## src/rtl/multdiv_ctrl_pkg.sv

```systemverilog
// Shared types and default constants for the multiply/divide sequencer.
package multdiv_ctrl_pkg;

  typedef enum logic [1:0] {
    IDLE  = 2'd0,
    START = 2'd1,
    BUSY  = 2'd2,
    DONE  = 2'd3
  } md_state_e;

  localparam int unsigned MULT_EXC_CODE_DEFAULT = 4;
  localparam int unsigned DIV_EXC_CODE_DEFAULT  = 5;
  localparam int unsigned RSTATUS_REG_DEFAULT   = 30;

endpackage

```

## src/rtl/md_watchdog.sv

```systemverilog
// Clearable up-counter that flags the last permitted BUSY cycle of an operation.
module md_watchdog #(
  parameter int unsigned TIMEOUT_CYCLES = 40
) (
  input  logic clock,
  input  logic reset,
  input  logic clear_i,
  input  logic en_i,
  output logic expire_o
);

  localparam int unsigned CW = $clog2(TIMEOUT_CYCLES + 1);
  localparam logic [CW-1:0] TERMINAL = CW'(TIMEOUT_CYCLES - 1);

  logic [CW-1:0] count_q, count_d;

  always_comb begin
    count_d = count_q;
    if (clear_i) begin
      count_d = '0;
    end else if (en_i) begin
      count_d = count_q + CW'(1);
    end
  end

  always_ff @(posedge clock or posedge reset) begin
    if (reset) begin
      count_q <= '0;
    end else begin
      count_q <= count_d;
    end
  end

  // Count holds the number of BUSY cycles already elapsed, so this is the final one.
  assign expire_o = en_i && (count_q == TERMINAL);

endmodule

```

## src/rtl/multdiv_controller.sv

```systemverilog
// Sequences the shared iterative mul/div unit for the X stage: start pulse,
// pipeline stall until ready or watchdog expiry, then a single writeback beat.
module multdiv_controller
  import multdiv_ctrl_pkg::*;
#(
  parameter int unsigned DATA_WIDTH     = 32,
  parameter int unsigned REG_ADDR_WIDTH = 5,
  parameter int unsigned TIMEOUT_CYCLES = 40,
  parameter int unsigned RSTATUS_REG    = RSTATUS_REG_DEFAULT,
  parameter int unsigned MULT_EXC_CODE  = MULT_EXC_CODE_DEFAULT,
  parameter int unsigned DIV_EXC_CODE   = DIV_EXC_CODE_DEFAULT
) (
  input  logic                      clock,
  input  logic                      reset,
  input  logic                      x_valid,
  input  logic                      x_is_mult,
  input  logic                      x_is_div,
  input  logic [REG_ADDR_WIDTH-1:0] x_rd,
  input  logic [DATA_WIDTH-1:0]     x_opA,
  input  logic [DATA_WIDTH-1:0]     x_opB,
  input  logic                      flush,
  output logic                      md_ctrl_mult,
  output logic                      md_ctrl_div,
  output logic [DATA_WIDTH-1:0]     md_opA,
  output logic [DATA_WIDTH-1:0]     md_opB,
  input  logic [DATA_WIDTH-1:0]     md_result,
  input  logic                      md_exception,
  input  logic                      md_ready,
  output logic                      stall,
  output logic                      wb_valid,
  output logic [REG_ADDR_WIDTH-1:0] wb_rd,
  output logic [DATA_WIDTH-1:0]     wb_data,
  output logic                      timeout_err,
  output logic [31:0]               busy_cycles
);

  localparam logic [REG_ADDR_WIDTH-1:0] RSTATUS_ADDR = REG_ADDR_WIDTH'(RSTATUS_REG);
  localparam logic [DATA_WIDTH-1:0]     MULT_CODE    = DATA_WIDTH'(MULT_EXC_CODE);
  localparam logic [DATA_WIDTH-1:0]     DIV_CODE     = DATA_WIDTH'(DIV_EXC_CODE);

  md_state_e state_q, state_d;
  logic [DATA_WIDTH-1:0]     opa_q, opa_d, opb_q, opb_d, result_q, result_d;
  logic [REG_ADDR_WIDTH-1:0] rd_q, rd_d;
  logic                      is_div_q, is_div_d, exc_q, exc_d;
  logic                      timeout_err_q, timeout_err_d;
  logic [31:0]               busy_cycles_q, busy_cycles_d;

  logic request, latch_en, capture_en, force_exc, wd_clear, wd_en, wd_expire;

  // Reset is folded in so stall is already low while reset is held.
  assign request = x_valid && (x_is_mult ^ x_is_div) && !reset;

  md_watchdog #(
    .TIMEOUT_CYCLES(TIMEOUT_CYCLES)
  ) u_watchdog (
    .clock   (clock),
    .reset   (reset),
    .clear_i (wd_clear),
    .en_i    (wd_en),
    .expire_o(wd_expire)
  );

  always_comb begin
    state_d      = state_q;
    stall        = 1'b0;
    md_ctrl_mult = 1'b0;
    md_ctrl_div  = 1'b0;
    latch_en     = 1'b0;
    capture_en   = 1'b0;
    force_exc    = 1'b0;
    wd_clear     = 1'b0;
    wd_en        = 1'b0;
    case (state_q)
      IDLE: begin
        if (request && !flush) begin
          stall    = 1'b1;
          latch_en = 1'b1;
          state_d  = START;
        end
      end
      START: begin
        stall        = 1'b1;
        md_ctrl_mult = !is_div_q;
        md_ctrl_div  = is_div_q;
        wd_clear     = 1'b1;
        state_d      = flush ? IDLE : BUSY;
      end
      BUSY: begin
        stall = 1'b1;
        wd_en = 1'b1;
        if (flush) begin
          state_d = IDLE;
        end else if (md_ready) begin
          capture_en = 1'b1;
          state_d    = DONE;
        end else if (wd_expire) begin
          force_exc = 1'b1;
          state_d   = DONE;
        end
      end
      DONE:    state_d = IDLE;
      default: state_d = IDLE;
    endcase
  end

  always_comb begin
    opa_d         = opa_q;
    opb_d         = opb_q;
    rd_d          = rd_q;
    is_div_d      = is_div_q;
    result_d      = result_q;
    exc_d         = exc_q;
    timeout_err_d = timeout_err_q | force_exc;
    busy_cycles_d = busy_cycles_q + (stall ? 32'd1 : 32'd0);
    if (latch_en) begin
      opa_d    = x_opA;
      opb_d    = x_opB;
      rd_d     = x_rd;
      is_div_d = x_is_div;
    end
    if (capture_en) begin
      result_d = md_result;
      exc_d    = md_exception;
    end else if (force_exc) begin
      exc_d = 1'b1;
    end
  end

  always_ff @(posedge clock or posedge reset) begin
    if (reset) begin
      state_q       <= IDLE;
      timeout_err_q <= 1'b0;
      busy_cycles_q <= '0;
    end else begin
      state_q       <= state_d;
      timeout_err_q <= timeout_err_d;
      busy_cycles_q <= busy_cycles_d;
    end
  end

  always_ff @(posedge clock or posedge reset) begin
    if (reset) begin
      opa_q    <= '0;
      opb_q    <= '0;
      rd_q     <= '0;
      is_div_q <= 1'b0;
      result_q <= '0;
      exc_q    <= 1'b0;
    end else begin
      opa_q    <= opa_d;
      opb_q    <= opb_d;
      rd_q     <= rd_d;
      is_div_q <= is_div_d;
      result_q <= result_d;
      exc_q    <= exc_d;
    end
  end

  // Exceptions always report through rstatus, even when rd is $0.
  always_comb begin
    wb_valid = 1'b0;
    wb_rd    = '0;
    wb_data  = '0;
    if (state_q == DONE) begin
      if (exc_q) begin
        wb_valid = 1'b1;
        wb_rd    = RSTATUS_ADDR;
        wb_data  = is_div_q ? DIV_CODE : MULT_CODE;
      end else begin
        wb_valid = (rd_q != '0);
        wb_rd    = rd_q;
        wb_data  = result_q;
      end
    end
  end

  assign md_opA      = opa_q;
  assign md_opB      = opb_q;
  assign timeout_err = timeout_err_q;
  assign busy_cycles = busy_cycles_q;

endmodule

```

## config.mk

```make
export PLATFORM = sky130hd
export DESIGN_NAME = multdiv_controller
export DESIGN_NICKNAME = d
export VERILOG_FILES = /design/src/rtl/multdiv_ctrl_pkg.sv /design/src/rtl/md_watchdog.sv /design/src/rtl/multdiv_controller.sv
export SDC_FILE = /design/constraint.sdc
export NUM_CORES = 1
export LEC_CHECK = 0
export ABC_AREA = 1
export ABC_CLOCK_PERIOD_IN_PS = 6000
export CORE_MARGIN = 2
export CORE_UTILIZATION = 40
export CTS_BUF_LIST = sky130_fd_sc_hd__clkbuf_4
export CTS_CLUSTER_SIZE = 16
export DETAILED_ROUTE_END_ITERATION = 8
export PLACE_DENSITY = 0.88
export SKIP_CTS_REPAIR_TIMING = 1
export SYNTH_ARGS = -nofsm -noshare
export SYNTH_HDL_FRONTEND = slang
export SYNTH_SLANG_ARGS = --single-unit
```

## constraint.sdc

```tcl
create_clock -name clock -period 6 [get_ports clock]
set_input_delay 1.8 -clock clock [delete_from_list [all_inputs] [get_ports clock]]
set_output_delay 1.8 -clock clock [all_outputs]
set_load 0.03 [all_outputs]
```

## Yosys cells after proc, flatten, opt, wreduce, memory -nomap -nowiden

Index checks and enable logic that the tools add are counted.

| word-level totals | value |
|---|---|
| bits of input ports | 109 |
| register bits after elaboration | 144 |

| cells by class | value |
|---|---|
| equality and inequality tests | 6 |
| mux-type cells | 32 |
| bitwise operators | 2 |
| $add $sub $neg | 2 |
| reduce and logical (&&, ||, !) cells | 13 |

Operators by type and width:

| cell | number |
|---|---|
| $mux W32 | 2 |
| $add A32 B1 Y32 | 1 |
| $mux W1 | 19 |
| $mux W6 | 2 |
| $mux W2 | 5 |
| $mux W5 | 2 |
| $pmux W2 S4 | 1 |
| $add A6 B1 Y6 const B | 1 |
| $eq A6 B6 Y1 const B | 1 |
| $reduce_bool A5 Y1 | 1 |
| $eq A2 B2 Y1 const B | 2 |
| $logic_and A1 B1 Y1 | 4 |
| $ne A4 B3 Y1 const B | 1 |
| $reduce_bool A2 Y1 | 2 |
| $logic_not A1 Y1 | 3 |
| $eq A2 B1 Y1 const B | 1 |
| $logic_not A2 Y1 | 1 |
| $ne A2 B2 Y1 const B | 1 |
| $pmux W1 S2 | 1 |
| $reduce_and A2 Y1 | 1 |
| $reduce_or A2 Y1 | 1 |
| $or A1 B1 Y1 | 1 |
| $xor A1 B1 Y1 | 1 |

## Logic depth before layout (Yosys ltp)

| depth | value |
|---|---|
| depth after elaboration | 9 |
| gate-level depth with buffers | 15 |
| gate-level depth less buffers | 14 |

## Hierarchy

A second synthesis with hierarchy kept.

| unflattened totals | value |
|---|---|
| cells, all modules | 812 |
| area total of the unflattened synthesis | 6,678.9 µm² |

By module, submodules not included:

| module | cells an instance | instances | area each (µm²) | seq. area each (µm²) |
|---|---|---|---|---|
| multdiv_controller | 769 | 1 | 6,326.1 | 3,453.3 |
| md_watchdog | 43 | 1 | 352.8 | 150.1 |

## Worst setup path after synthesis

No wires, ideal clock.

| path | value |
|---|---|
| path kind | input to output |
| start | input reset |
| end | output stall |
| arrival | 4,624 ps |
| cell stages on the path | 6 |
| setup slack | -424 ps |
| data required time | 4,200 ps |
| path buffers | 1 |
| cell sequence | inv_2 > nand2_1 > nor2_2 > nand3_2 > buf_2 > a21oi_1 |

| on the way | value |
|---|---|
| cells in the longest elaborated chain, start to end | 5 |

RTL lines:

| element | RTL line | RTL |
|---|---|---|
| from (decl) | multdiv_controller.sv:14 | `input logic reset,` |
| $logic_not A1 Y1 (no source line) | - |  |
| $logic_and A1 B1 Y1 | multdiv_controller.sv:51 | `assign request = x_valid && (x_is_mult ^ x_is_div) && !reset;` |
| $logic_and A1 B1 Y1 | multdiv_controller.sv:75 | `if (request && !flush) begin` |
| $mux W1 | multdiv_controller.sv:75 |  |
| $pmux W1 S2 | multdiv_controller.sv:73 | `case (state_q)` |
| to (decl) | multdiv_controller.sv:29 | `output logic stall,` |

Every way passes these cells.

## Worst setup path in the final report

| path | value |
|---|---|
| start | input x_is_div |
| end | output stall |

| on the way | value |
|---|---|
| cells in the longest elaborated chain, start to end | 6 |

RTL lines:

| element | RTL line | RTL |
|---|---|---|
| from (decl) | multdiv_controller.sv:17 | `input logic x_is_div,` |
| $xor A1 B1 Y1 | multdiv_controller.sv:51 |  |
| $logic_and A1 B1 Y1 (2 in series) | multdiv_controller.sv:51 |  |
| $logic_and A1 B1 Y1 | multdiv_controller.sv:75 |  |
| $mux W1 | multdiv_controller.sv:75 |  |
| $pmux W1 S2 | multdiv_controller.sv:73 |  |

Every way passes these cells.

==> impl_metrics.xml <==
<?xml version="1.0" encoding="UTF-8"?>
<metrics>
  <group name="clock_network">
    <metric name="clock-root-buffer" unit="">sky130_fd_sc_hd__clkbuf_4</metric>
    <metric name="cts_tree" unit="">yes</metric>
    <metric name="cts_buffers" unit="">17</metric>
    <metric name="clock_sink_count" unit="">144</metric>
    <metric name="max-clock-path-buffers" unit="">2</metric>
    <metric name="clkSlewWorstSetupHoldPaths" unit="ns">0.12</metric>
    <metric name="cts_htree_levels" unit="">4</metric>
    <metric name="clock_insertion_delay_worst_skew" unit="ns">0.53</metric>
  </group>
  <group name="detailed_routing">
    <metric name="remaining_drc_errors" unit="">0</metric>
    <metric name="wire_per_inst" unit="um">13.3</metric>
    <metric name="drt-total-wl" unit="mm">17.0</metric>
    <metric name="drt_first_iter_violations" unit="">280</metric>
    <metric name="vias" unit="">5853</metric>
    <metric name="drt_first_pass_iters" unit="">5</metric>
    <metric name="post_drt_via_cell_ratio" unit="">4.56</metric>
    <metric name="antenna_left" unit="">0</metric>
  </group>
  <group name="hold_path">
    <metric name="worstHoldPathCells" unit="">2</metric>
    <metric name="min_to" unit="">timeout_err</metric>
    <metric name="beginning_of_the_worst_hold_path" unit="">timeout_err</metric>
    <metric name="hold_path.class" unit="">reg -&gt; reg</metric>
  </group>
  <group name="placement">
    <metric name="finalWeightedCongestion" unit="">0.896</metric>
    <metric name="buffer_ports.inserted" unit="">246</metric>
    <metric name="inst_count_dp" unit="">1250</metric>
    <metric name="placed_cell_area" unit="um2">9260</metric>
    <metric name="place_hpwl" unit="mm">12.7</metric>
  </group>
  <group name="die">
    <metric name="floorplan.die_area" unit="um2">17700</metric>
    <metric name="placementRows" unit="">47</metric>
    <metric name="io_pins" unit="">247</metric>
    <metric name="initial_core_utilization" unit="">0.405</metric>
    <metric name="die_h" unit="um">133</metric>
    <metric name="coreArea" unit="um2">16400</metric>
    <metric name="fp.dieW" unit="um">133</metric>
  </group>
  <group name="sta">
    <metric name="final-hold-violation-count" unit="">0</metric>
    <metric name="slew_headroom" unit="">0.309</metric>
    <metric name="final_period_minus_worst_setup_slack" unit="ns">4.84</metric>
    <metric name="setup_viol" unit="">0</metric>
    <metric name="max_slew.worst_pin.slew" unit="ns">1.03</metric>
    <metric name="rsz0062_at_grt" unit="">false</metric>
    <metric name="totalNegativeSetupSlack" unit="ns">0</metric>
    <metric name="timing.fmax" unit="GHz">0.207</metric>
    <metric name="fin_crit_sh" unit="">0.806</metric>
    <metric name="finalClockSkew" unit="ns">0.0114</metric>
    <metric name="slew_viol_final" unit="">0</metric>
  </group>
  <group name="cells_and_area">
    <metric name="final_cell_count_no_fill" unit="">1283</metric>
    <metric name="net_count_reported_at_finish" unit="">1166</metric>
    <metric name="filler_cell_count" unit="">1369</metric>
    <metric name="drive_gt1_frac" unit="">0.0687</metric>
    <metric name="finish.utilization" unit="">0.585</metric>
    <metric name="design_area" unit="um2">9610</metric>
    <metric name="areaGrowthSynthToFinish" unit="%">44.4</metric>
  </group>
  <group name="global_route">
    <metric name="grt_max_degree" unit="">84</metric>
    <metric name="grt_util_all_layers" unit="">0.197</metric>
    <metric name="vias_in_the_first_global_route" unit="">5837</metric>
    <metric name="global_route.overflow_total" unit="">0</metric>
    <metric name="grt_antenna_before_repair" unit="">1</metric>
    <metric name="first_pass_grt_wire_length" unit="mm">27.7</metric>
  </group>
  <group name="worst_setup_path">
    <metric name="worst_r2r_path_depth" unit="">13</metric>
    <metric name="critPathRequiredTime" unit="ns">4.20</metric>
    <metric name="worst_r2r_endpoint" unit="">busy_cycles[26]</metric>
    <metric name="timing.critical_path.buf_inv" unit="">3</metric>
    <metric name="worstPathArrival" unit="ns">3.04</metric>
    <metric name="worstReg2RegStart" unit="">state_q[0]</metric>
    <metric name="cpMaxStageDelayCell" unit="">sky130_fd_sc_hd__clkdlybuf4s50_1</metric>
    <metric name="crit_path_max_fanout" unit="">2</metric>
    <metric name="critical_path.endpoint_type" unit="">output pin</metric>
    <metric name="start_kind" unit="">input port</metric>
    <metric name="r2r_slack" unit="ns">3.45</metric>
    <metric name="cp_top_family" unit="">buffers and inverters</metric>
    <metric name="type_of_the_worst_setup_path" unit="">in -&gt; out</metric>
    <metric name="most_frequent_cell_on_the_critical_path" unit="">sky130_fd_sc_hd__nand2_1</metric>
    <metric name="cell_chain_of_the_critical_path" unit="">clkdlybuf4s50_1 &gt; inv_1 &gt; nand2_1 &gt; nand2_1 &gt; nand3_4 &gt; a21oi_1 &gt; buf_4</metric>
    <metric name="timing.critical_path.slowest_cell_delay" unit="ns">0.44</metric>
    <metric name="total_stage_count_of_the_critical_path" unit="">7</metric>
  </group>
  <group name="status">
    <metric name="run_status" unit="">complete, no violations</metric>
  </group>
  <group name="power">
    <metric name="power.density_cell_area" unit="nW/um2">393</metric>
    <metric name="power.ir.vdd_worst" unit="uV">308</metric>
    <metric name="leakage" unit="nW">4.66</metric>
  </group>
  <group name="synth">
    <metric name="synthMostInstantiatedCell" unit="">sky130_fd_sc_hd__nand2_1</metric>
    <metric name="cell_area_after_synthesis" unit="um2">6650</metric>
    <metric name="yosysSeqAreaShare" unit="">0.542</metric>
    <metric name="netlist_instances" unit="">803</metric>
    <metric name="dominant_cells_by_area_after_synthesis" unit="">sky130_fd_sc_hd__dfrtp_1 54%, sky130_fd_sc_hd__nand2_1 11%, sky130_fd_sc_hd__inv_1 8.0%, sky130_fd_sc_hd__nor2_1 7.2%, sky130_fd_sc_hd__o21ai_0 3.7%</metric>
    <metric name="ys_dominant_reg_cell" unit="">sky130_fd_sc_hd__dfrtp_1</metric>
    <metric name="synth_edf_count" unit="">0</metric>
    <metric name="register_bit_count_reported_by_yosys" unit="">144</metric>
    <metric name="synth.distinct_cells" unit="">26</metric>
    <metric name="synth.top_cells.by_count" unit="">188 x sky130_fd_sc_hd__nand2_1, 144 x sky130_fd_sc_hd__dfrtp_1, 141 x sky130_fd_sc_hd__inv_1</metric>
    <metric name="postSynthNetCount" unit="">920</metric>
    <metric name="synthesis.area_per_instance" unit="um2">8.28</metric>
    <metric name="synthDominantAreaCellType" unit="">sky130_fd_sc_hd__dfrtp_1</metric>
    <metric name="ys_warn_count" unit="">0</metric>
    <metric name="post-synth-top-area-fraction" unit="">0.542</metric>
    <metric name="synth_async_sr_flop_share" unit="">1.00</metric>
  </group>
  <group name="job">
    <metric name="maxCapViolations" unit="">0</metric>
  </group>
</metrics>
## worst max-delay path by stage
stage          startpoint           to  slack (ns)
2_1_floorplan       reset        stall        0.27
3_3_place_gp        reset        stall        1.20
3_5_place_dp     x_is_div        stall        1.14
4_1_cts        state_q[1]  wb_data[17]        1.09
5_1_grt        state_q[0]  wb_data[13]        0.87
6_report         x_is_div        stall        1.16
## logic make-up after synthesis
| group | share of synthesized area |
|---|---|
| XOR/XNOR | 0.0224 |
| buffers and inverters | 0.106 |
| multiplexers | 0.00339 |
| flip-flops | 0.542 |
| AND/OR/NAND/NOR | 0.219 |
| AO/OA/AOI/OAI | 0.0916 |
| adder cells (fa/ha/maj) | 0.0150 |
## tightest hold or removal path, delay by kind of cell (launching register included)
family	cells	cell delay, ns
AND/OR/NAND/NOR	1	0.05
buffers and inverters	1	0.05
flip-flops	1	0.37
## final cells by class
cell class                 instances  area [um2]  area share
clock inverter                    14         205      0.0214
timing repair buffer             251        2500       0.260
antenna                            1        2.50    0.000261
sequential                       144        3600       0.375
tap                              220         275      0.0287
inverter                         142         538      0.0560
multi-input combinational        493        2350       0.244
clock buffer                      18         135      0.0141
## metrics by stage
stage	hold slack (ns)	total power, W	setup WS [ns]
finish	0.491	0.00378	1.16
global route	0.525	0.00402	0.874
CTS	0.492	0.00383	1.09
detailed placement	0.462	0.00309	1.14
global placement	0.447	0.00305	1.20
floorplan	0.460	0.00240	0.273
## flip-flops by register name, summed over array words and instances (netlist names)
register and flops:
busy_cycles 32, md_opA 32, u_watchdog.count_q 6, state_q 2, rd_q 5, exc_q 1, md_opB 32, result_q 32
timeout_err 1, is_div_q 1
## placed cells by master (no fill, tap or decap)
master,synthesis,layout
sky130_fd_sc_hd__nand3b_1,2,2
sky130_fd_sc_hd__dfrtp_1,144,144
sky130_fd_sc_hd__o21ai_0,49,49
sky130_fd_sc_hd__nor2_1,128,128
sky130_fd_sc_hd__a21oi_2,1,1
sky130_fd_sc_hd__nand4_1,3,3
sky130_fd_sc_hd__inv_6,0,5
sky130_fd_sc_hd__clkinvlp_4,0,2
sky130_fd_sc_hd__ha_1,8,8
sky130_fd_sc_hd__inv_1,141,141
sky130_fd_sc_hd__o21ai_1,6,6
sky130_fd_sc_hd__bufinv_16,0,4
sky130_fd_sc_hd__clkinv_4,0,4
sky130_fd_sc_hd__o21ai_2,16,16
sky130_fd_sc_hd__clkdlybuf4s50_1,0,245
sky130_fd_sc_hd__nor2_4,4,4
sky130_fd_sc_hd__nand3_2,2,1
sky130_fd_sc_hd__nor2_8,1,1
sky130_fd_sc_hd__xnor2_1,7,7
sky130_fd_sc_hd__nand2_2,5,5
sky130_fd_sc_hd__nand2_1,188,188
sky130_fd_sc_hd__a21oi_1,37,37
sky130_fd_sc_hd__nor3_1,1,1
sky130_fd_sc_hd__mux2_2,2,2
sky130_fd_sc_hd__nor2_2,3,3
sky130_fd_sc_hd__nand3_1,20,20
sky130_fd_sc_hd__xor2_1,10,10
sky130_fd_sc_hd__nand3_4,0,1
sky130_fd_sc_hd__clkbuf_4,0,18
sky130_fd_sc_hd__diode_2,0,1
sky130_fd_sc_hd__buf_4,0,6
## per-layer routing
layer  track usage  vias to the layer above  routed length, um
met2         0.330                      230               8200
li1              -                     2926                  -
met1         0.229                     2664               6680
met3        0.0831                       33               1720
met4        0.0675                        0                416
met5             0                        -                  0
## where the power goes
part	internal (W)	total (W)	switching, W
clock	0.000343	0.000722	0.000379
sequential	0.00129	0.00147	0.000185
combinational	0.000651	0.00158	0.000929
Note: power is estimated with default switching activity, not from simulation.
